$ cat src/rtl/tmul_sched.sv
`timescale 1ns/1ps
// tmul_sched: round-robin scheduler that shares one unipolar temporal multiplier
// between NREQ requesters. It grants one job at a time, loads the operands into the
// multiplier, counts oC ones while stop is low and returns the count tagged with the
// requester id.
// Optional feature macro: TMUL_SCHED_ZERO_SKIP_EN. When it is defined, jobs with a zero
// operand bypass the multiplier and complete with a zero result.
module tmul_sched #(
    parameter int DATAWD = 8,
    parameter int NREQ   = 4,
    parameter int IDW    = $clog2(NREQ)
) (
    input  logic                   clk,
    input  logic                   rst,
    input  logic [NREQ-1:0]        req_valid,
    input  logic [NREQ*DATAWD-1:0] req_a,
    input  logic [NREQ*DATAWD-1:0] req_b,
    output logic [NREQ-1:0]        req_ready,
    output logic                   res_valid,
    input  logic                   res_ready,
    output logic [IDW-1:0]         res_id,
    output logic [DATAWD-1:0]      res_data,
    output logic [DATAWD-1:0]      mul_iA,
    output logic [DATAWD-1:0]      mul_iB,
    output logic                   mul_loadA,
    output logic                   mul_loadB,
    input  logic                   mul_oC,
    input  logic                   mul_stop
);

    localparam logic [2:0] ST_IDLE = 3'd0;
    localparam logic [2:0] ST_LOAD = 3'd1;
    localparam logic [2:0] ST_ARM  = 3'd2;
    localparam logic [2:0] ST_RUN  = 3'd3;
    localparam logic [2:0] ST_DONE = 3'd4;

    localparam int unsigned NREQ_U = NREQ;
    localparam int unsigned DW_U   = DATAWD;

    logic [2:0]        state_q, state_d;
    logic [IDW-1:0]    ptr_q, ptr_d;
    logic [IDW-1:0]    gnt_q, gnt_d;
    logic [DATAWD-1:0] cnt_q, cnt_d;
    logic [DATAWD-1:0] ia_q, ia_d;
    logic [DATAWD-1:0] ib_q, ib_d;

    logic                   any_vld;
    logic [IDW-1:0]         pick;
    logic [DATAWD-1:0]      pick_a, pick_b;
    int unsigned            slot;
    logic [IDW-1:0]         cand;
    logic [NREQ*DATAWD-1:0] sh_a, sh_b;
`ifdef TMUL_SCHED_ZERO_SKIP_EN
    logic                   zero_op;
`endif

    function automatic logic [IDW-1:0] next_idx(input logic [IDW-1:0] g);
        return (g == IDW'(NREQ - 1)) ? '0 : g + IDW'(1);
    endfunction

    // Round-robin pick: first valid requester at or after ptr_q, wrapping, plus its operands.
    always_comb begin
        any_vld = 1'b0;
        pick    = '0;
        slot    = 0;
        cand    = '0;
        for (int unsigned k = 0; k < NREQ_U; k++) begin
            slot = 32'(ptr_q) + k;
            if (slot >= NREQ_U) slot = slot - NREQ_U;
            cand = IDW'(slot);
            if (!any_vld && req_valid[cand]) begin
                any_vld = 1'b1;
                pick    = cand;
            end
        end
        sh_a   = req_a >> (32'(pick) * DW_U);
        sh_b   = req_b >> (32'(pick) * DW_U);
        pick_a = sh_a[DATAWD-1:0];
        pick_b = sh_b[DATAWD-1:0];
    end

`ifdef TMUL_SCHED_ZERO_SKIP_EN
    assign zero_op = (pick_a == '0) || (pick_b == '0);
`endif

    // Next-state logic for the job sequencer.
    always_comb begin
        state_d = state_q;
        ptr_d   = ptr_q;
        gnt_d   = gnt_q;
        cnt_d   = cnt_q;
        ia_d    = ia_q;
        ib_d    = ib_q;
        case (state_q)
            ST_IDLE: begin
                if (any_vld) begin
                    gnt_d = pick;
`ifdef TMUL_SCHED_ZERO_SKIP_EN
                    // Zero-operand jobs never reach the multiplier, so the pointer
                    // advance and count clear that LOAD would do happen here instead.
                    if (zero_op) begin
                        ptr_d   = next_idx(pick);
                        cnt_d   = '0;
                        state_d = ST_DONE;
                    end else begin
                        ia_d    = pick_a;
                        ib_d    = pick_b;
                        state_d = ST_LOAD;
                    end
`else
                    ia_d    = pick_a;
                    ib_d    = pick_b;
                    state_d = ST_LOAD;
`endif
                end
            end
            ST_LOAD: begin
                ptr_d   = next_idx(gnt_q);
                cnt_d   = '0;
                state_d = ST_ARM;
            end
            ST_ARM: begin
                state_d = ST_RUN;
            end
            ST_RUN: begin
                if (mul_stop) state_d = ST_DONE;
                else          cnt_d   = cnt_q + DATAWD'(mul_oC);
            end
            ST_DONE: begin
                if (res_ready) state_d = ST_IDLE;
            end
            default: begin
                state_d = ST_IDLE;
            end
        endcase
    end

    // State, round-robin pointer, grant, count and loaded-operand registers.
    always_ff @(posedge clk or posedge rst) begin
        if (rst) begin
            state_q <= ST_IDLE;
            ptr_q   <= '0;
            gnt_q   <= '0;
            cnt_q   <= '0;
            ia_q    <= '0;
            ib_q    <= '0;
        end else begin
            state_q <= state_d;
            ptr_q   <= ptr_d;
            gnt_q   <= gnt_d;
            cnt_q   <= cnt_d;
            ia_q    <= ia_d;
            ib_q    <= ib_d;
        end
    end

    // One-hot accept pulse for the granted requester.
    always_comb begin
        req_ready = '0;
        if (state_q == ST_LOAD) req_ready[gnt_q] = 1'b1;
`ifdef TMUL_SCHED_ZERO_SKIP_EN
        if (state_q == ST_IDLE && any_vld && zero_op) req_ready[pick] = 1'b1;
`endif
    end

    assign mul_loadA = (state_q == ST_LOAD);
    assign mul_loadB = (state_q == ST_LOAD);
    assign mul_iA    = ia_q;
    assign mul_iB    = ib_q;
    assign res_valid = (state_q == ST_DONE);
    assign res_id    = gnt_q;
    assign res_data  = cnt_q;

endmodule

$ cat config.mk
export PLATFORM = sky130hd
export DESIGN_NAME = tmul_sched
export DESIGN_NICKNAME = d
export VERILOG_FILES = /design/src/rtl/tmul_sched.sv
export SDC_FILE = /design/constraint.sdc
export NUM_CORES = 1
export LEC_CHECK = 0
export BUFFER_PORTS_ARGS = -buffer_cell sky130_fd_sc_hd__buf_2
export CAP_MARGIN = 10
export CORE_ASPECT_RATIO = 0.75
export CORE_UTILIZATION = 28
export CTS_CLUSTER_SIZE = 20
export DETAILED_ROUTE_END_ITERATION = 8
export PLACE_DENSITY = 0.59
export SLEW_MARGIN = 20
export SYNTH_ARGS = -nofsm -noshare
export SYNTH_HDL_FRONTEND = slang
export SYNTH_SLANG_ARGS = --single-unit
$ cat constraint.sdc
create_clock -name clk -period 2.33 [get_ports clk]
set_input_delay 0.466 -clock clk [delete_from_list [all_inputs] [get_ports clk]]
set_output_delay 0.466 -clock clk [all_outputs]
set_load 0.01 [all_outputs]
### Word-level counts from Yosys, hierarchy flattened

Cells that the tools add are included.

| storage, ports and cells | value |
|---|---|
| output and inout port bits | 33 |
| register bits | 31 |

| operators by class | value |
|---|---|
| equality and inequality tests | 9 |
| shift operators | 2 |
| order comparisons | 10 |
| reductions and logical operators | 12 |
| muxes and demuxes | 30 |
| add/sub/neg operators | 9 |

Operators by type and width:

| cell | number |
|---|---|
| right shift 32 x 5 -> 8 bit | 2 |
| two-way mux 2 bit | 9 |
| one-hot mux 8 bit (2 select lines) | 1 |
| less-than comparator 2 x 3 -> 1 bit (second input constant) | 5 |
| one-hot mux 3 bit (5 select lines) | 1 |
| greater-or-equal comparator 3 bit (second input constant) | 3 |
| two-way mux 1 bit | 9 |
| two-way mux 3 bit | 3 |
| adder 8 x 1 -> 8 bit | 1 |
| binary-select mux 1 bit (select 2 bit) | 4 |
| two-way mux 8 bit | 1 |
| subtractor 2 x 1 -> 2 bit (second input constant) | 4 |
| adder 2 x 2 -> 3 bit (second input constant) | 2 |
| == test 3 x 2 -> 1 bit (second input constant) | 2 |
| != test 2 bit (second input constant) | 3 |
| logical AND 1 bit | 4 |
| two-way mux 4 bit | 1 |
| AND reduction 2 bit | 2 |
| adder 2 x 1 -> 3 bit (second input constant) | 1 |
| == test 3 x 1 -> 1 bit (second input constant) | 1 |
| == test 3 bit (second input constant) | 1 |
| greater-or-equal comparator 2 x 3 -> 1 bit (second input constant) | 1 |
| zero test 1 bit | 3 |
| zero test 3 bit | 1 |
| 7 further kinds | 7 |

### Longest topological paths before layout

| depth | value |
|---|---|
| depth after elaboration | 16 |
| gate-level depth with buffers | 8 |

### Worst setup path after synthesis

OpenSTA, ideal clock, no wires.

| timing path | value |
|---|---|
| path type | reg2out |
| start | register state_q[2] |
| end | output req_ready[0] |
| path slack | 516 ps |
| stages on the path, launching flop included | 5 |
| arrival | 1348 ps |
| path through | dfrtp_1 > nand2b_1 > nor2_1 > clkbuf_1 > and2_1 |

| on the way | value |
|---|---|
| word-level cells in the longest chain between the ends | 2 |

RTL lines:

| item | line | RTL |
|---|---|---|
| from (decl) | 40 | `logic [2:0] state_q, state_d;` |
| from (signal assigned) | 148 | `state_q <= state_d;` |
| == test 3 x 1 -> 1 bit | n/a |  |
| named net mul_loadA | 25 | `output logic mul_loadA,` |
| two-way mux 4 bit | 160 | `if (state_q == ST_LOAD) req_ready[gnt_q] = 1'b1;` |
| to (decl) | 18 | `output logic [NREQ-1:0] req_ready,` |

The timed path passes the listed nets, and every way through them passes these cells.

### Worst setup path in the final report

| timing path | value |
|---|---|
| start | register state_q[2] |
| end | output req_ready[3] |

| on the way | value |
|---|---|
| word-level cells in the longest chain between the ends | 2 |

RTL lines:

| item | line |
|---|---|
| == test 3 x 1 -> 1 bit | 160 |
| two-way mux 4 bit | 160 |

No other way between the ends.

==> impl.org <==
** Floorplan
- The initial utilization of the core area, before any placement, comes to 0.292.
- After floorplanning, the core was divided into 27 placement rows.
- Full die area :: 8090 um^2
- From left edge to right edge, the die measures 103 um.
- The floorplan step defined a core boundary enclosing 7400 um^2.
- Vert. Die Dim :: 78.1 um
- 106 I/O pins were placed.

** Drt
- Dividing the detail-routed wire length by the instance count gives 15.3 um.
- Summing over every cut layer, the via total after detailed routing is 2111.
- For this run, design rule violations remaining after detail routing come to 0.
- In this run the remaining antenna-violating nets after routing total 0.
- Total wirelength of the detailed-routed design :: 6520 um
- After detailed routing, the number of vias per cell comes to 4.96.
- For this run, the detailed router's first-pass iteration total came to 4.
- Number of design-rule violations left by the first detailed-router iteration :: 87

** Pwr
- The share of total power dissipated in sequential elements is 0.305.
- Power per unit of standard cell area :: 1060 nW/um^2
- Logic gate share of total power :: 0.546
- Switching fraction of total power :: 0.445
- Post-layout power :: 3.05 mW
- P_leak :: 1.45 nW
- Switching pwr :: 1.36 mW
- Relative contribution of the clock network to total power :: 0.149
- The worst-case IR drop observed on VDD is 0.000364 V.
- Internal portion of total power :: 1.69 mW

** Place
- Detailed placement finished with a half-perimeter wire length of 4860 um.
- The congestion estimate from routability-driven global placement came to 0.748.
- # placed instances :: 418
- During placement, the flow inserted port buffers numbering 105.
- Cell area reported after detailed placement :: 2780 um^2
- Prior to clock tree synthesis, the placed netlist has a worst setup slack of 0.0852 ns.

** Clock tree
- Clock-pin slew was measured on the worst setup and hold paths at 0.08 ns.
- Num CTS Buffers :: 5
- CTS hold repair buffers :: 0
- Clock root buffer master :: sky130_fd_sc_hd__clkbuf_8
- Clock latency on the worst-skew pair, taken at its later pin, is 0.29 ns.
- Clock sink count :: 31
- TritonCTS built the clock tree.
- H-tree Lvls :: 2
- Clock tree buffer depth :: 2

** Worst setup path
- Walking the worst path, the cells encountered are nand2b_1, nor2_1, and2_1, buf_2.
- Arrival time at the worst endpoint :: 1.62 ns
- Kind of start point of the critical path :: register
- Slack of the worst reg-to-reg path :: 0.39 ns
- On the worst path, the slowest cell contributes a delay of 0.43 ns.
- Endpoint type of the worst setup path :: output pin
- Required time worst endpoint :: 1.86 ns
- Of all nets on the critical path, the largest fanout is 7.
- Among all stages on the critical path, the largest delay is contributed by sky130_fd_sc_hd__dfrtp_1.
- Kind of critical path :: register to output pin

** Worst hold path
- Hold/Removal Path Class :: input port to async pin

** Timing
- Number of hold-slack violations in the final timing report :: 0
- Setup repair after global routing left no endpoint under its margin.
- Final setup violation count :: 0
- Worst slew margin :: 0.645
- Share of the clock period used by the worst path :: 0.897
- Number of pins exceeding their max-slew limit in the final report :: 0
- The worst path needs 2.09 ns of the cycle, external delays included.
- In the post-route analysis, the smallest setup slack over all paths is 0.241 ns.
- Post-route clock skew :: 0.00814 ns
- On the final layout, the worst hold slack is 0.256 ns.
- Setup total negative slack on the finished layout was measured at 0 ns.
- For the pin with the worst max-slew slack, the measured transition is 0.532 ns.
- For this run, the top clock speed supported by timing is 0.479 GHz.

** Layout
- The repair_antennas step left the layout with diodes totalling 0.
- Fin area :: 2880 um^2
- In the final layout, the share of cells above drive strength 1 is 0.434.
- The layout has 747 filler cells.
- The final layout contains 403 nets.
- Cell Count, Final, Fillers Out :: 426
- Post-layout util :: 0.389
- Layout Area Growth over Synthesis :: 33.0%

** Yosys
- Yosys cell types :: 42
- Averaged over all synthesized cells, the footprint is 9.70 um^2.
- Total nets after synthesis :: 302
- Number of synthesis warnings :: 0
- The cell count after synthesis came out at 223.
- Post-synth top area share :: 0.359
- Yosys attributes the largest share of cell area to sky130_fd_sc_hd__dfrtp_1, sky130_fd_sc_hd__mux2i_1, sky130_fd_sc_hd__a211o_1, sky130_fd_sc_hd__o211ai_2, sky130_fd_sc_hd__o31ai_1.
- Leading area contributor after synthesis :: sky130_fd_sc_hd__dfrtp_1
- The synthesized design contains 31 register bits.
- Cell area after synthesis :: 2160 um^2
- Sequential area share after synthesis :: 0.359

** Global route
- Wire length of the first global-routing pass :: 10300 um
- Overflow left after global routing :: 0
- Across every metal layer, demand over resource in global routing totals 0.165.
- Pin count of the biggest net entering global routing :: 32
- Vias in the first global route :: 2067
- The initial antenna violation count is 0.

** Job
- Max-cap violations in this run came to 0.

** Outcome
- Run status :: complete, no violations
[logic make-up (layout without fill, tap and decap cells)]
group | Yosys count | after routing | share of synthesized area
xor gates and xnor gates | 6 | 6 | 0.0243
adders and majority gates | 6 | 6 | 0.0347
AOI/OAI and AO/OA | 63 | 63 | 0.248
DFF | 31 | 31 | 0.359
muxes | 18 | 18 | 0.0844
buffers and inverters | 26 | 128 | 0.0729
and+or+nand+nor | 73 | 73 | 0.177
[repair_timing]
item                       CTS  global route
setup endpoints to repair    0             1
buffers inserted             0             0
gates resized for setup      0             1
[layout by cell type, fill, tap and decap left out, types with 6 or more instances in the layout]
cell / count
sky130_fd_sc_hd__a211o_1: 16
sky130_fd_sc_hd__ha_1: 6
sky130_fd_sc_hd__mux2i_1: 16
sky130_fd_sc_hd__o31ai_1: 16
sky130_fd_sc_hd__buf_4: 8
sky130_fd_sc_hd__o211ai_2: 10
sky130_fd_sc_hd__buf_2: 105
sky130_fd_sc_hd__nor2_1: 14
sky130_fd_sc_hd__nand4_1: 19
sky130_fd_sc_hd__nand2_1: 23
sky130_fd_sc_hd__o211ai_1: 6
sky130_fd_sc_hd__dfrtp_1: 31
[state kept, by name, indices dropped and copies added (netlist names)]
signal,count
mul_iA,8
mul_iB,8
res_data,8
state_q,3
ptr_q,2
res_id,2
[final cells by class]
class / instances / area (um^2) / area share
multi-input cells: 166 / 1240 / 0.430
flip-flops and latches: 31 / 776 / 0.270
repair buffers: 115 / 626 / 0.217
well taps: 101 / 126 / 0.0439
clock buffers: 5 / 68.8 / 0.0239
clock inverters: 3 / 23.8 / 0.00826
inverters: 5 / 18.8 / 0.00652
[power by group through the flow]
stage / Clock [mW] / Combinational [mW] / Sequential (mW)
after floorplan: 0 / 1.12 / 0.973
after global routing: 0.489 / 1.85 / 0.968
after CTS: 0.470 / 1.68 / 0.933
final: 0.455 / 1.66 / 0.930
after detailed placement: 0 / 1.68 / 0.940
after global placement: 0 / 1.65 / 0.943
[synthesized netlist by cell type]
master / n
sky130_fd_sc_hd__dfrtp_1: 31
sky130_fd_sc_hd__nand2_1: 23
sky130_fd_sc_hd__nand4_1: 19
sky130_fd_sc_hd__a211o_1: 16
sky130_fd_sc_hd__mux2i_1: 16
sky130_fd_sc_hd__o31ai_1: 16
sky130_fd_sc_hd__nor2_1: 14
sky130_fd_sc_hd__o211ai_2: 10
sky130_fd_sc_hd__buf_2: 6
sky130_fd_sc_hd__buf_6: 6
sky130_fd_sc_hd__clkbuf_1: 6
sky130_fd_sc_hd__ha_1: 6
sky130_fd_sc_hd__o211ai_1: 6
sky130_fd_sc_hd__and2_1: 5
sky130_fd_sc_hd__inv_1: 5
sky130_fd_sc_hd__xor2_1: 5
sky130_fd_sc_hd__o21ai_0: 3
sky130_fd_sc_hd__a21o_1: 2
sky130_fd_sc_hd__a22o_1: 2
sky130_fd_sc_hd__buf_4: 2
sky130_fd_sc_hd__mux2_2: 2
sky130_fd_sc_hd__nand2b_1: 2
sky130_fd_sc_hd__a211oi_1: 1
sky130_fd_sc_hd__a21oi_1: 1
sky130_fd_sc_hd__a21oi_2: 1
sky130_fd_sc_hd__a221o_1: 1
sky130_fd_sc_hd__and3_1: 1
sky130_fd_sc_hd__buf_1: 1
sky130_fd_sc_hd__nand2b_4: 1
sky130_fd_sc_hd__nand3_1: 1
sky130_fd_sc_hd__nor2b_1: 1
sky130_fd_sc_hd__nor3_2: 1
sky130_fd_sc_hd__nor3b_1: 1
sky130_fd_sc_hd__nor4_1: 1
sky130_fd_sc_hd__nor4b_1: 1
sky130_fd_sc_hd__o21a_1: 1
sky130_fd_sc_hd__o21ai_1: 1
sky130_fd_sc_hd__o22ai_1: 1
sky130_fd_sc_hd__o41ai_1: 1
sky130_fd_sc_hd__or2_2: 1
sky130_fd_sc_hd__or4_4: 1
sky130_fd_sc_hd__xnor2_1: 1
[worst max-delay path: cells and delay by family, from the launching register on]
| family | cells | cell delay (ns) |
|---|---|---|
| DFF | 1 | 0.43 |
| buffers and inverters | 1 | 0.13 |
| and+or+nand+nor | 3 | 0.77 |
[per-layer routing]
metal  vias up  wire [um]  track usage
li1       1041          -            -
met2        71       2950        0.250
met4         0         70       0.0423
met3         8        410       0.0392
met5         -          0            0
met1       991       3090        0.233
[worst paths after layout]
check,from,to,cells after the start
max reg2reg,ptr_q[1]$_DFFE_PP0P_,mul_iA[0]$_DFFE_PP0P_,6
max in group asynchronous,rst,mul_iA[5]$_DFFE_PP0P_,3
min,rst,res_id[1]$_DFFE_PP0P_,3
min in group clk,res_ready,state_q[2]$_DFFE_PP0P_,2
min reg2reg,mul_iA[6]$_DFFE_PP0P_,mul_iA[6]$_DFFE_PP0P_,2
max,state_q[2]$_DFFE_PP0P_,req_ready[3],4
Power figures use the tool's default switching activity.
